`src/rtl/logic_pkg.sv`:
```
// Shared definitions for the serial logic-unit sequencer.
//   - Opcode encodings {sel_1,sel_2,sel_3} understood by the 1-bit logic unit.
//   - Sequencer FSM state type.
//   - ref_logic(): word-level behaviour of the logic unit, used as a golden model.
package logic_pkg;

    localparam logic [2:0] OP_NOT  = 3'b000;  // NOT(B), A ignored
    localparam logic [2:0] OP_AND  = 3'b001;
    localparam logic [2:0] OP_NAND = 3'b010;
    localparam logic [2:0] OP_OR   = 3'b011;
    localparam logic [2:0] OP_NOR  = 3'b100;
    localparam logic [2:0] OP_XOR  = 3'b101;
    localparam logic [2:0] OP_RSVD = 3'b110;  // unit returns 0 for every bit
    localparam logic [2:0] OP_XNOR = 3'b111;

    typedef enum logic [1:0] {
        IDLE = 2'd0,
        RUN  = 2'd1,
        DONE = 2'd2
    } state_e;

    // Bitwise result of applying op to a/b, truncated to the low w bits.
    function automatic logic [31:0] ref_logic(input logic [31:0] a,
                                              input logic [31:0] b,
                                              input logic [2:0]  op,
                                              input int unsigned w);
        logic [31:0] r;
        logic [31:0] mask;
        case (op)
            OP_NOT:  r = ~b;
            OP_AND:  r = a & b;
            OP_NAND: r = ~(a & b);
            OP_OR:   r = a | b;
            OP_NOR:  r = ~(a | b);
            OP_XOR:  r = a ^ b;
            OP_XNOR: r = ~(a ^ b);
            default: r = '0;
        endcase
        mask = (w >= 32) ? '1 : ((32'd1 << w) - 32'd1);
        return r & mask;
    endfunction

endpackage

```
`src/rtl/logic_serial_sequencer_if.sv`:
```
// Command and result handshakes of the serial logic-unit sequencer.
//   in_valid/in_ready  : command handshake carrying in_a, in_b (W bits) and in_op (3 bits)
//   out_valid/out_ready: result handshake carrying out_data (W bits) and out_illegal
// Modports: master = upstream/downstream agent, slave = sequencer.
interface logic_serial_sequencer_if #(
    parameter int unsigned W = 8
) ();

    logic         in_valid;
    logic         in_ready;
    logic [W-1:0] in_a;
    logic [W-1:0] in_b;
    logic [2:0]   in_op;
    logic         out_valid;
    logic         out_ready;
    logic [W-1:0] out_data;
    logic         out_illegal;

    modport master (
        output in_valid, in_a, in_b, in_op, out_ready,
        input  in_ready, out_valid, out_data, out_illegal
    );

    modport slave (
        input  in_valid, in_a, in_b, in_op, out_ready,
        output in_ready, out_valid, out_data, out_illegal
    );

endinterface

```
`src/rtl/serial_shift_capture.sv`:
```
// Datapath of the serial sequencer: operand shift registers, bit counter and result capture.
//   load_i     : latch operands/opcode, clear counter and result
//   step_i     : capture lu_s_i into result[cnt], advance operands and counter
//   bit_a_o/bit_b_o : current operand bits (A[cnt], B[cnt])
//   op_o       : latched opcode
//   last_o     : counter is on the final bit (cnt == W-1)
//   result_o   : captured result word
module serial_shift_capture #(
    parameter int unsigned W = 8
) (
    input  logic         clk,
    input  logic         rst_n,
    input  logic         load_i,
    input  logic         step_i,
    input  logic [W-1:0] a_i,
    input  logic [W-1:0] b_i,
    input  logic [2:0]   op_i,
    input  logic         lu_s_i,
    output logic         bit_a_o,
    output logic         bit_b_o,
    output logic [2:0]   op_o,
    output logic         last_o,
    output logic [W-1:0] result_o
);

    localparam int unsigned CntW = $clog2(W);

    logic [W-1:0]    a_q, a_d;
    logic [W-1:0]    b_q, b_d;
    logic [2:0]      op_q, op_d;
    logic [CntW-1:0] cnt_q, cnt_d;
    logic [W-1:0]    result_q, result_d;

    always_comb begin
        a_d      = a_q;
        b_d      = b_q;
        op_d     = op_q;
        cnt_d    = cnt_q;
        result_d = result_q;
        if (load_i) begin
            a_d      = a_i;
            b_d      = b_i;
            op_d     = op_i;
            cnt_d    = '0;
            result_d = '0;
        end else if (step_i) begin
            // Operands shift right so bit 0 always holds A[cnt]/B[cnt].
            a_d              = {1'b0, a_q[W-1:1]};
            b_d              = {1'b0, b_q[W-1:1]};
            result_d[cnt_q]  = lu_s_i;
            cnt_d            = cnt_q + CntW'(1);
        end
    end

    always_ff @(posedge clk) begin
        if (!rst_n) begin
            a_q      <= '0;
            b_q      <= '0;
            op_q     <= '0;
            cnt_q    <= '0;
            result_q <= '0;
        end else begin
            a_q      <= a_d;
            b_q      <= b_d;
            op_q     <= op_d;
            cnt_q    <= cnt_d;
            result_q <= result_d;
        end
    end

    assign bit_a_o  = a_q[0];
    assign bit_b_o  = b_q[0];
    assign op_o     = op_q;
    assign last_o   = (cnt_q == CntW'(W - 1));
    assign result_o = result_q;

endmodule

```
`src/rtl/logic_serial_sequencer.sv`:
```
// Serial front-end for a 1-bit 3-select logic unit. Accepts a W-bit operand pair and opcode,
// feeds the unit one bit per cycle (LSB first) for W cycles, collects its output into a word
// and presents the word downstream.
//   clk, rst_n     : clock, synchronous active-low reset
//   bus (slave)    : command and result handshakes
//   busy           : high in RUN or DONE
//   lu_a/lu_b/lu_sel : drive the external logic unit (zero outside RUN)
//   lu_s           : combinational result from the logic unit
module logic_serial_sequencer
    import logic_pkg::*;
#(
    parameter int unsigned W = 8
) (
    input  logic                           clk,
    input  logic                           rst_n,
    logic_serial_sequencer_if.slave        bus,
    output logic                           busy,
    output logic                           lu_a,
    output logic                           lu_b,
    output logic [2:0]                     lu_sel,
    input  logic                           lu_s
);

    state_e       state_q, state_d;
    logic         load, step, last;
    logic         bit_a, bit_b;
    logic [2:0]   op;
    logic [W-1:0] result;

    serial_shift_capture #(
        .W (W)
    ) u_shift (
        .clk      (clk),
        .rst_n    (rst_n),
        .load_i   (load),
        .step_i   (step),
        .a_i      (bus.in_a),
        .b_i      (bus.in_b),
        .op_i     (bus.in_op),
        .lu_s_i   (lu_s),
        .bit_a_o  (bit_a),
        .bit_b_o  (bit_b),
        .op_o     (op),
        .last_o   (last),
        .result_o (result)
    );

    always_ff @(posedge clk) begin
        if (!rst_n) begin
            state_q <= IDLE;
        end else begin
            state_q <= state_d;
        end
    end

    always_comb begin
        state_d = state_q;
        case (state_q)
            IDLE:    if (bus.in_valid)  state_d = RUN;
            RUN:     if (last)          state_d = DONE;
            DONE:    if (bus.out_ready) state_d = IDLE;
            default: state_d = IDLE;
        endcase
    end

    always_comb begin
        bus.in_ready    = (state_q == IDLE);
        busy            = (state_q != IDLE);
        load            = (state_q == IDLE) && bus.in_valid;
        step            = (state_q == RUN);
        bus.out_valid   = (state_q == DONE);
        // Result outputs are forced to zero unless presenting a completed word.
        bus.out_data    = (state_q == DONE) ? result : '0;
        bus.out_illegal = (state_q == DONE) && (op == OP_RSVD);
        lu_a            = (state_q == RUN) ? bit_a : 1'b0;
        lu_b            = (state_q == RUN) ? bit_b : 1'b0;
        lu_sel          = (state_q == RUN) ? op : 3'b000;
    end

endmodule

```
`src/flat_wrapper.sv`:
```
// flat-port wrapper written by rule: the top's interface ports become plain ports
module logic_serial_sequencer_flat import logic_pkg::*;
#(
    parameter int unsigned W = 8
)
  (clk, rst_n, busy, lu_a, lu_b, lu_sel, lu_s, bus_in_valid, bus_in_a, bus_in_b, bus_in_op, bus_out_ready, bus_in_ready, bus_out_valid, bus_out_data, bus_out_illegal);
  logic_serial_sequencer_if #(.W(W)) bus_i ();
  input  logic clk;
  input  logic rst_n;
  output logic busy;
  output logic lu_a;
  output logic lu_b;
  output logic [2:0] lu_sel;
  input  logic lu_s;
  input wire logic [$bits(bus_i.in_valid)-1:0] bus_in_valid;
  input wire logic [$bits(bus_i.in_a)-1:0] bus_in_a;
  input wire logic [$bits(bus_i.in_b)-1:0] bus_in_b;
  input wire logic [$bits(bus_i.in_op)-1:0] bus_in_op;
  input wire logic [$bits(bus_i.out_ready)-1:0] bus_out_ready;
  output wire logic [$bits(bus_i.in_ready)-1:0] bus_in_ready;
  output wire logic [$bits(bus_i.out_valid)-1:0] bus_out_valid;
  output wire logic [$bits(bus_i.out_data)-1:0] bus_out_data;
  output wire logic [$bits(bus_i.out_illegal)-1:0] bus_out_illegal;
  assign bus_i.in_valid = bus_in_valid;
  assign bus_i.in_a = bus_in_a;
  assign bus_i.in_b = bus_in_b;
  assign bus_i.in_op = bus_in_op;
  assign bus_i.out_ready = bus_out_ready;
  assign bus_in_ready = bus_i.in_ready;
  assign bus_out_valid = bus_i.out_valid;
  assign bus_out_data = bus_i.out_data;
  assign bus_out_illegal = bus_i.out_illegal;
  logic_serial_sequencer #(.W(W)) u_core (.clk(clk), .rst_n(rst_n), .bus(bus_i), .busy(busy), .lu_a(lu_a), .lu_b(lu_b), .lu_sel(lu_sel), .lu_s(lu_s));
endmodule
```
`config.mk`:
```
export PLATFORM = sky130hd
export DESIGN_NAME = logic_serial_sequencer_flat
export DESIGN_NICKNAME = d
export VERILOG_FILES = /design/src/rtl/logic_pkg.sv /design/src/rtl/logic_serial_sequencer_if.sv /design/src/rtl/serial_shift_capture.sv /design/src/rtl/logic_serial_sequencer.sv /design/src/flat_wrapper.sv
export SDC_FILE = /design/constraint.sdc
export NUM_CORES = 1
export LEC_CHECK = 0
export ABC_AREA = 1
export CAP_MARGIN = 20
export CORE_ASPECT_RATIO = 1.5
export CORE_MARGIN = 1.5
export CORE_UTILIZATION = 49
export DETAILED_ROUTE_END_ITERATION = 16
export PLACE_DENSITY = 0.83
export SLEW_MARGIN = 20
export SYNTH_ARGS = -nofsm -noshare
export SYNTH_HDL_FRONTEND = slang
export SYNTH_SLANG_ARGS = --single-unit
```
`constraint.sdc`:
```
create_clock -name clk -period 1.4 [get_ports clk]
set_input_delay 0.14 -clock clk [delete_from_list [all_inputs] [get_ports clk]]
set_output_delay 0.14 -clock clk [all_outputs]
set_load 0.03 [all_outputs]
```
==> metrics, run 1 <==
status=finished clean; Final nets=336; IO Port Bufs=40; critical path type=reg2out; Tightest Hold Check Type=in2reg; Syn Nets=286; CTS Buffer Depth=2; Synth area leader=dfxtp_1; Slew Limit Fails=0; crit path cell chain=inv_2 > buf_6 > nand2_1 > buf_4; n_diodes=0; WHS=0.406 ns; Max VDD drop=782 uV; Via density=4.95; minimum clock period=1.35 ns; initial antenna violation count=0; Post-Synthesis Cells=260; setup violators final=0; Seq cells post-synth=32; first-pass iteration count of the detailed router=4; Fin. Hold Viols=0; sequential element share of the synthesized area=38.5%; Post-synth EDFFs=0; cell leakage power=1.05 nW; Initial Utilization=52.2%; Area Growth Syn to Fin=34.7%; fmax=739 MHz; die width=50.6 um; hold bufs inserted after CTS=0; Post-DP HPWL=2660 um; Post-Syn Area=1660 sq um; Skew-Pair Late Insertion Delay=0.29 ns; Vias=1737; # IOs=41; CP endpoint kind=primary output; vias in the first global route=1590; most used flip-flop cell after synthesis=dfxtp_1; total gr overflow=0; Die Area=3760 sq um; worst relative slew slack=80.6%; Clock Sinks=32; synth cell count leaders=nand2_1, nor2_1, inv_1, dfxtp_1, nand3_1; clock tree from TritonCTS=built; Storage cell area=643 sq um; final instance area=2240 sq um; Max-Cap Viols=0; Final Cycle Share=96.6%; Setup TNS=0 ns; highest cell delay on the worst timing path=0.42 ns; Synth area leaders=dfxtp_1, nand2_1, nor2_1; Power Density=945 nW/um^2; post-route setup slack=0.0472 ns; DP Worst Slack=0.0214 ns; core box area=3190 sq um; row cnt=25; CP max FO=13; WP data required=1.26 ns; placed cell areas=2100 sq um; crit path DAT=1.21 ns; fillers=271; Post-synth ARST share=0%; detailed-route wire length per cell=10.5 um; Global Route Usage Sum=21.4%; footprint of the multi-input gates=830 sq um; H-tree depth=2; most frequent cell after synthesis=nand2_1; Routed Antenna Nets=0; crit path max-delay cell type=dfxtp_2; first-pass GRT wire length=6150 um; routability-driven placement congestion ratio=0.766; pin count of the biggest net entering global routing=17; Yosys cell types=22; startpoint class of the critical path=flop; Post-route DRC=0; YS warnings=0; Die H=74.4 um; clock-pin slew on the worst setup and hold paths=0.06 ns; syn avg cell area=6.40 sq um; DR iter-0 viols=56; Fin Clk Skew=0.00295 ns; Clock Tree Root=clkbuf_8; setup repair after global routing missed its margin=no; Worst-Margin Slew=0.291 ns; layout cells sized above 1=16.1%; CTS Buf Count=5; final WL=3680 um; share of the synthesized area in the top cell type=38.5%
## sequential cells by signal, summed over array words and instances (netlist names)
signal	count
u_core.u_shift.cnt_q	3
u_core.u_shift.result_o	8
u_core.state_q	2
u_core.u_shift.op_o	3
u_core.u_shift.a_q	8
u_core.u_shift.b_q	8
## per-layer routing
layer  part of all wire (%)  up-vias  GRT usage [%]  wire length (um)
met5                      0        -              0                 0
met3                    5.1       10           5.82               189
li1                       -      899              -                 -
met2                     54       47           43.1              2000
met1                     38      781           18.8              1410
met4                    2.3        0           10.8                86
## power breakdown
group / internal, W / switching [W]
clock: 0.000400 / 0.000327
combinational: 0.000186 / 0.000212
sequential: 0.000963 / 0.0000300
total: 0.00155 / 0.000569
## final timing paths
path | to | depth (start not counted) | startpoint | slack (ns)
worst min-delay path | u_core.u_shift.b_q[7]$_SDFFE_PN0P_ | 3 | bus_in_b[7] | 0.41
worst max register to register | u_core.u_shift.a_q[1]$_SDFFE_PN0P_ | 7 | u_core.state_q[0]$_SDFFE_PN0P_ | 0.11
worst max-delay path | busy | 4 | u_core.state_q[1]$_SDFFE_PN0P_ | 0.05
worst min register to register | u_core.u_shift.a_q[6]$_SDFFE_PN0P_ | 2 | u_core.u_shift.a_q[6]$_SDFFE_PN0P_ | 0.46
## logic make-up after synthesis
family                     Yosys count  share of synthesized area (%)
and+or+nand+nor                    150                           38.3
DFF                                 32                           38.5
buffers and inverters               50                           13.0
adders and majority gates            2                           1.50
AOI/OAI and AO/OA                   26                           8.65
## metrics by stage
step,utilization [%],std cells,power (W)
3_3_place_gp,65.8,339,0.00138
5_1_grt,70.3,351,0.00222
3_5_place_dp,65.8,339,0.00139
4_1_cts,69.4,348,0.00213
2_1_floorplan,-,260,0.00125
6_report,70.3,351,0.00212
## cells in the final DEF, fill, tap and decap left out, types with 2 or more instances in the layout
cell | netlist | final
ha_1 | 2 | 2
clkdlybuf4s50_1 | 0 | 23
nand2_4 | 2 | 3
dfxtp_2 | 0 | 2
nand3_1 | 31 | 31
o21ai_0 | 3 | 3
nand2_1 | 69 | 68
a21oi_1 | 21 | 21
buf_4 | 0 | 27
nor2_2 | 2 | 2
nor2_1 | 42 | 42
clkbuf_8 | 0 | 6
inv_1 | 37 | 36
clkbuf_1 | 1 | 2
inv_2 | 2 | 3
dfxtp_1 | 32 | 30
## worst max-delay path: cells and delay by family, from the launching register on
kind	cells	cell delay, ns
flops	1	0.42
buf+inv	3	0.42
simple gates	1	0.08
## final cells by class
type / instances / area share, %
Timing Repair Buffer: 53 / 21.4
Inverter: 40 / 6.70
Multi-Input combinational cell: 178 / 37.0
Tap cell: 40 / 2.23
Sequential cell: 32 / 28.7
Clock buffer: 8 / 4.02
## timing repair
action / CTS / global route
setup endpoints to repair: 12 / 14
resized for setup: 5 / 3
buffers inserted: 1 / 3
No activity file was read; power rests on OpenSTA's default activity.
==> run 2: changes to the inputs <==
--- a/config.mk
+++ b/config.mk
@@ -9,9 +9,10 @@
 export CAP_MARGIN = 20
 export CORE_ASPECT_RATIO = 1.5
 export CORE_MARGIN = 1.5
-export CORE_UTILIZATION = 49
+export CORE_UTILIZATION = 45
 export DETAILED_ROUTE_END_ITERATION = 16
-export PLACE_DENSITY = 0.83
+export GPL_TIMING_DRIVEN = 0
+export PLACE_DENSITY = 0.78
 export SLEW_MARGIN = 20
 export SYNTH_ARGS = -nofsm -noshare
 export SYNTH_HDL_FRONTEND = slang
==> constraint.sdc (replaced) <==
create_clock -name clk -period 1.65 [get_ports clk]
set_input_delay 0.165 -clock clk [delete_from_list [all_inputs] [get_ports clk]]
set_output_delay 0.165 -clock clk [all_outputs]
set_load 0.03 [all_outputs]
==> metrics, run 2 (synthesis gave the netlist of run 1 again) <==
Setup TNS=0 ns (unchanged); Area Growth Syn to Fin=31.4%; total gr overflow=0 (unchanged); footprint of the multi-input gates=821 sq um (-1.1%); Post-DP HPWL=2740 um (+3.1%); fillers=340 (+25%); row cnt=26 (+4.0%); Final nets=333 (-0.89%); CTS Buf Count=5 (unchanged); layout cells sized above 1=13.3% (-2.8 points); Die H=77.5 um (+4.2%); final WL=3710 um (+0.90%); fin cells=350 (-0.28%); Skew-Pair Late Insertion Delay=0.28 ns (about the same); CP max FO=10 (-3); worst relative slew slack=66.3% (-14 points); Power Density=814 nW/um^2 (-14%); fmax=626 MHz; startpoint class of the critical path=flop; Post-route DRC=0 (unchanged); minimum clock period=1.60 ns; crit path DAT=1.43 ns (+0.22 ns); Storage cell area=642 sq um (-0.19%); setup repair after global routing missed its margin=yes; Slew Limit Fails=0 (unchanged); Max VDD drop=575 uV (-26%); clock tree from TritonCTS=built; most common cell after layout, fill and taps aside=nand2_1; CTS Buffer Depth=2 (unchanged); Via density=4.70 (-5.1%); critical path type=reg2out; die width=52.7 um (+4.1%); core box area=3480 sq um (+9.1%); routability-driven placement congestion ratio=0.775 (+1.3%); n_diodes=0 (unchanged); WP data required=1.48 ns (+0.22 ns); Max-Cap Viols=0 (unchanged); clock-pin slew on the worst setup and hold paths=0.06 ns (about the same); first-pass GRT wire length=6240 um (+1.6%); CP endpoint kind=primary output; Die Area=4080 sq um (+8.4%); Final Cycle Share=96.8%; hold bufs inserted after CTS=0 (unchanged); vias in the first global route=1550 (-2.5%); commonest non-fill, non-tap cells in the layout=nand2_1, nor2_1, inv_1; Global Route Usage Sum=20.1% (-1.3 points); detailed-route wire length per cell=10.6 um (+1.2%); Routed Antenna Nets=0 (unchanged); placed insts=341 (+0.59%); setup violators final=0 (unchanged); Initial Utilization=47.8% (-4.3 points); pin count of the biggest net entering global routing=12 (-5); initial antenna violation count=0 (unchanged); Clock Tree Root=clkbuf_8; Fin. Hold Viols=0 (unchanged); Tightest Hold Check Type=in2reg; placed cell areas=2110 sq um (+0.60%); final instance area=2190 sq um (-2.5%); IO Port Bufs=39 (-2.5%); cell leakage power=1.02 nW (-2.5%); Clock Sinks=32 (unchanged); first-pass iteration count of the detailed router=4 (unchanged); Vias=1644 (-5.4%); # IOs=41 (unchanged); Fin Clk Skew=0.00268 ns (-0.000268 ns); DR iter-0 viols=52 (-7.1%); Worst-Margin Slew=0.505 ns (+0.214 ns); H-tree depth=2 (unchanged); status=finished clean
run 2: cell count changes in the layout (fill, tap and decap cells not counted), sizes merged:
cell           before  now
clkbuf              8   10
clkdlybuf4s15       0    6
buf                30   18
dlygate4sd2         0    2
clkdlybuf4s50      23   22
run 2: power by group:
part           internal, W  total, W  switching [W]  leakage [nW]
Clock             0.000340  0.000624       0.000284        0.0455
Combinational     0.000140  0.000316       0.000175         0.715
Sequential        0.000816  0.000840      0.0000236         0.263
run 2: critical path, stage by stage (launching register included):
cell and delay [ns]:
dfxtp_2 0.42, inv_2 0.12, clkbuf_4 0.20, nand2_1 0.11, clkdlybuf4s15_2 0.30
run 2: per-layer routing:
layer  global-route usage (%)  share of wire (%)  vias to the layer above
li1                         -                  -                      888
met5                        0                  0                        -
met3                     5.38                3.9                        6
met1                     19.2                 40                      711
met2                     37.8                 55                       39
met4                     8.97                1.4                        0
run 2: timing repair:
item                       CTS  global route
buffers inserted             0             2
setup endpoints to repair   17            16
gates resized for setup     45            22
pin swaps                    0             1
cloned                       0             0
run 2: cell type report:
type	count	area share [%]
plain buffers	9	3.09
clock buffers	8	4.12
inverters	40	6.87
multi-input cells	178	37.6
flip-flops and latches	32	29.4
well taps	42	2.40
repair buffers	41	16.6
run 2: metrics by stage:
stage	total power, W	hold WS [ns]	worst slack [ns]	utilization (%)
finish	0.00178	0.336	0.0520	62.8
global route	0.00186	0.346	-0.00228	62.8
CTS	0.00178	0.328	-0.0462	63.7
detailed placement	0.00117	0.455	-0.302	60.7
global placement	0.00116	0.451	-0.252	60.7
floorplan	0.00105	0.283	0.157	-
run 2: path summary, 6_finish.rpt:
| path | start | slack, ns | end | depth (start not counted) |
|---|---|---|---|---|
| worst min register to register | u_core.u_shift.a_q[1]$_SDFFE_PN0P_ | 0.46 | u_core.u_shift.a_q[1]$_SDFFE_PN0P_ | 2 |
| worst min-delay path | bus_in_valid | 0.34 | u_core.u_shift.b_q[1]$_SDFFE_PN0P_ | 4 |
| worst max-delay path | u_core.state_q[1]$_SDFFE_PN0P_ | 0.05 | busy | 4 |
| worst max register to register | u_core.state_q[0]$_SDFFE_PN0P_ | 0.34 | u_core.u_shift.result_o[0]$_SDFFE_PP0P_ | 8 |
